## src/rtl/pipe_stage_skid.sv

```systemverilog
// pipe_stage_skid
//   Generic inter-stage pipeline register with valid/ready handshake, an
//   optional 2-entry skid buffer, synchronous flush and a post-flush input
//   hold-off window.
//
// Parameters
//   DATA_W     payload width
//   SKID       0: single register, in_ready combinational from out_ready
//              1: 2-entry skid, in_ready from state only
//   FLUSH_HOLD cycles in_ready stays low after flush/reset (0..15)
//   CLEAR_DATA 1: flush/reset zero the stored payload
//
// Ports
//   clk, reset         clock, synchronous active-high reset
//   flush              synchronous clear of all stored entries
//   in_valid/in_ready  upstream handshake, in_data payload
//   out_valid/out_ready downstream handshake, out_data registered head
//   occupancy          entries held (0..2)
module pipe_stage_skid #(
   parameter int DATA_W     = 32,
   parameter int SKID       = 1,
   parameter int FLUSH_HOLD = 1,
   parameter int CLEAR_DATA = 1
) (
   input  logic              clk,
   input  logic              reset,
   input  logic              flush,
   input  logic              in_valid,
   output logic              in_ready,
   input  logic [DATA_W-1:0] in_data,
   output logic              out_valid,
   input  logic              out_ready,
   output logic [DATA_W-1:0] out_data,
   output logic [1:0]        occupancy
);

   logic              main_v, skid_v;
   logic [DATA_W-1:0] main_d, skid_d;
   logic [3:0]        hold_cnt;
   logic              hold_zero, room, accept, emit;

   assign hold_zero = (hold_cnt == 4'd0);

   // Skid mode decides room from stored state alone, cutting the
   // out_ready -> in_ready combinational path.
   assign room = (SKID != 0) ? ~skid_v : (~main_v | out_ready);

   // Reset clears the stage like a flush, so it also closes the input
   // side; otherwise upstream could see a handshake that gets discarded.
   assign in_ready = room & hold_zero & ~flush & ~reset;

   assign accept = in_valid & in_ready;
   assign emit   = main_v & out_ready;

   always_ff @(posedge clk) begin
      if (reset || flush) begin
         main_v   <= 1'b0;
         skid_v   <= 1'b0;
         hold_cnt <= 4'(FLUSH_HOLD);
         if (CLEAR_DATA != 0) begin
            main_d <= '0;
            skid_d <= '0;
         end
      end else begin
         if (!hold_zero)
            hold_cnt <= hold_cnt - 4'd1;
         // in_ready is low whenever skid_v is set, so a skid->main move
         // never coincides with an accept.
         if ((SKID != 0) && emit && skid_v) begin
            main_d <= skid_d;
            skid_v <= 1'b0;
         end else if (accept && (!main_v || emit)) begin
            main_d <= in_data;
            main_v <= 1'b1;
         end else if (accept) begin
            // Only reachable with SKID=1: main is held by backpressure.
            skid_d <= in_data;
            skid_v <= 1'b1;
         end else if (emit) begin
            main_v <= 1'b0;
         end
      end
   end

   assign out_valid = main_v;
   assign out_data  = main_d;
   assign occupancy = {1'b0, main_v} + {1'b0, skid_v};

endmodule

```

## config.mk

```make
export PLATFORM = sky130hd
export DESIGN_NAME = pipe_stage_skid
export DESIGN_NICKNAME = d
export VERILOG_FILES = /design/src/rtl/pipe_stage_skid.sv
export SDC_FILE = /design/constraint.sdc
export NUM_CORES = 1
export LEC_CHECK = 0
export CAP_MARGIN = 30
export CELL_PAD_IN_SITES_DETAIL_PLACEMENT = 1
export CELL_PAD_IN_SITES_GLOBAL_PLACEMENT = 2
export CORE_ASPECT_RATIO = 1.1
export CORE_UTILIZATION = 32
export CTS_BUF_LIST = sky130_fd_sc_hd__clkbuf_8 sky130_fd_sc_hd__clkbuf_16
export DETAILED_ROUTE_END_ITERATION = 8
export GPL_TIMING_DRIVEN = 0
export PLACE_DENSITY = 0.92
export RECOVER_POWER = 100
export SYNTH_ARGS = -nofsm -noshare
export SYNTH_HDL_FRONTEND = slang
export SYNTH_SLANG_ARGS = --single-unit
export TNS_END_PERCENT = 20
```

## constraint.sdc

```tcl
create_clock -name clk -period 4.1 [get_ports clk]
set_input_delay 0.82 -clock clk [delete_from_list [all_inputs] [get_ports clk]]
set_output_delay 0.82 -clock clk [all_outputs]
set_load 0.01 [all_outputs]
```

Word level (Yosys, flattened, before mapping)
Cells that the tools add are included.
Operators by class
  $add $sub $neg: 2
  equal/unequal tests: 1
  mux-type cells: 5
  bitwise operators: 10
  reduce and logical (&&, ||, !) cells: 12
Operators with widths (count)
  $mux 32: 2
  $reduce_and 3->1: 2
  $and 1x1->1: 5
  $not 1->1: 5
  $logic_not 4->1: 1
  $reduce_bool 2->1: 2
  $sub 4x1->4 const B: 1
  $mux 1: 3
  $add 1x1->2: 1
  $logic_and 1x1->1: 2
  $logic_or 1x1->1: 2
  $ne 2x1->1 const B: 1
  $reduce_and 2->1: 1
  $reduce_or 2->1: 1
  $logic_not 1->1: 1
Word-level totals
  bits in registers: 70
  input port bits: 37
  output and inout bits: 36

Logic depth before layout (Yosys ltp)
  depth after elaboration: 8
  gate-level depth with buffers: 8

Worst setup path before layout
Ideal clock, no wire load.
  kind: input to output
  start: in flush
  end: out in_ready
  data arrival time: 1.418 ns
  data required time: 3.280 ns
  setup slack: 1.862 ns
  cell stages on the path: 3
  cells stage by stage: or2_0 -> clkbuf_2 -> nor3_1
On the way
  word-level cells in the longest chain between the ends: 3
RTL lines
  start: declaration: RTL line 27  | input logic flush,
  $not 1->1: RTL line 50  | assign in_ready = room & hold_zero & ~flush & ~reset;
  $and 1x1->1 (2 in a row): RTL line 50
  end: declaration: RTL line 29  | output logic in_ready,
Every way passes these cells.

Final worst setup path
Ends and elaborated chain as after synthesis.

==> results.toml <==
[outcome]
status = "finished clean"

[timing]
finalClockSkew_ns = 0.0141
slew_viol_final = 0
finalHoldViolCount = 0
tns_ns = 0
fmax_ghz = 0.291
finalSetupViolations = 0
tightestPinTransition_ns = 0.822
rsz0062_at_grt = "no"
setup_ws_ns = 0.665
max_slew_margin_pct = 45.2
min_period_ns = 3.44
fin_crit_sh_pct = 83.8
whs_ns = 0.454

[finish]
fillers = 1177
nNetsFinal = 501
insertedDiodeCount = 0
seq_area_mm2 = 0.00140
multi_input_area_mm2 = 0.00171
drive_gt1_share_pct = 5.36
syn_to_final_growth_pct = 32.8
final_core_util_pct = 44.6

[setup_path]
path_class = "in -> out"
cp_cell_sequence = "dlygate4sd3_1, or2_0, clkbuf_1, nor3_1, dlygate4sd3_1"
arrival_ns = 2.62
cp_max_fo = 6
cpPeakStageDelay_ns = 0.63
slowest_stage = "dlygate4sd3_1"
crit_top_cell = "dlygate4sd3_1"
start_kind = "primary input"
end_kind = "output pin"
worstPathRequired_ns = 3.28

[synthesis]
synth_top_area_share_pct = 41.6
synth_cell_types = 33
synth_area_leader_cell = "dfxtp_1"
synthArstFlopShare_pct = 0
post-synth-top-count-cell = "dfxtp_1"
synth_warnings = 0
ys_seq_area_share_pct = 41.6
mappedNetlistArea_mm2 = 0.00337
synth-seq-cells = 70
synth_edf_count = 0
synth_nets = 419
ys.flop_type = "dfxtp_1"
synthCells = 379
synth_area_leaders = "dfxtp_1 42%, nand4b_1 8.3%, o311ai_0 8.3%"
synth_area_per_cell_um2 = 8.89
synth_common_cells = "70 x dfxtp_1, 36 x nor2_1, 33 x nand2_1"

[clock_tree]
cts_root_buf = "clkbuf_8"
cts_resized = 0
cts_max_level = 3
cts_tree = "yes"
cts_sinks = 70
clock_latency_ns = 0.36
numCtsBuffers = 9
ctsHoldBuffers = 0
post-cts-setup-buffers = 0
clk_pin_slew_ns = 0.08
cts_buffer_depth = 2

[grt]
track_usage_pct = 22.1
grt_pass1_vias = 3566
grt_max_degree = 13
grt_overflow = 0
grt_antenna_before_repair = 0
grt_pass1_wl_um = 18400

[worst_hold_path]
hold_path_class = "reg -> reg"

[route]
drc = 0
drt-total-wl_um = 11500
drt-wirelength-per-cell_um = 19.0
vias = 3414
initialDrtViolationCount = 178
drt_pre_antenna_iters = 4
vias_per_cell = 5.63
ant_nets = 0

[place]
gp_congestion = 0.813
port_buffers = 71
hpwl_um = 7990
pre_cts_ws_ns = 0.857

[pwr]
ir_drop_uv = 181
p_leak_uw = 0.00152
power_density_mw_per_mm2 = 342

[die]
start_util_pct = 33.6
die_w_um = 99.9
row_count = 38
dieArea_mm2 = 0.0109
core_mm2 = 0.0100
num_io_pins = 73
die_height_um = 110

[flow_run]
max_cap_violations = 0
-- state kept, by name, indices dropped and copies added, names as in the netlist --
signal and count:
out_data 32, out_valid 1, hold_cnt 4, skid_d 32, skid_v 1
-- area by class of cell --
type,count,share of cell area [%]
multi-input cells,255,38.2
clock inverters,6,2.46
plain buffers,51,4.89
inverters,3,0.252
clock buffers,10,3.08
well taps,140,3.91
flip-flops and latches,70,31.3
repair buffers,71,15.9
-- critical path: cells and delay by family --
kind	cells	cell delay [ns]
AND/OR/NAND/NOR	2	0.39
buffers and inverters	3	1.40
-- report_power, final --
| part | switching, µW | total [µW] | internal, µW |
|---|---|---|---|
| clock | 288 | 708 | 420 |
| combinational | 74.8 | 134 | 59.1 |
| sequential | 4.10 | 690 | 685 |
-- placed cells by master, fill, tap and decap left out, types with 10 or more instances in the layout --
cell and count:
a22oi_1 28, clkbuf_1 42, clkbuf_8 10, clkdlybuf4s50_1 34, dfxtp_1 70, dlygate4sd3_1 37, mux2i_1 20, nand2_1 33
nand3_1 20, nand4_1 13, nand4b_1 32, nor2_1 36, o21ai_0 14, o311ai_0 32
-- per-layer routing --
metal  global-route usage (%)  wire length (µm)
met2                     38.0              5670
met4                     10.2               330
met5                        0                 0
met3                     3.18               433
met1                     27.4              5100
-- kinds of logic (layout without fill, tap and decap cells) --
kind of cell	Yosys count	after routing	synth area share (%)
fa+ha+maj	3	3	1.11
simple gates	149	149	24.5
flops	70	70	41.6
compound gates	82	82	18.9
xor+xnor	1	1	0.260
mux	20	20	5.94
buf+inv	54	141	7.68
-- metrics by stage --
step           total power (µW)  cells  cell area [µm²]
2_1_floorplan               766    379             3370
3_3_place_gp                838    590             4260
3_5_place_dp                841    590             4260
4_1_cts                    1530    606             4500
5_1_grt                    1570    606             4480
6_report                   1530    606             4480
-- worst paths after layout --
check / startpoint / end / slack, ns / depth (start not counted)
hold reg to reg: skid_d[27] / skid_d[27] / 0.45 / 2
hold / removal: skid_d[27] / skid_d[27] / 0.45 / 2
setup / recovery: flush / in_ready / 0.66 / 5
setup reg to reg: skid_v / skid_d[3] / 1.38 / 6
Note: power is estimated with default switching activity, not from simulation.
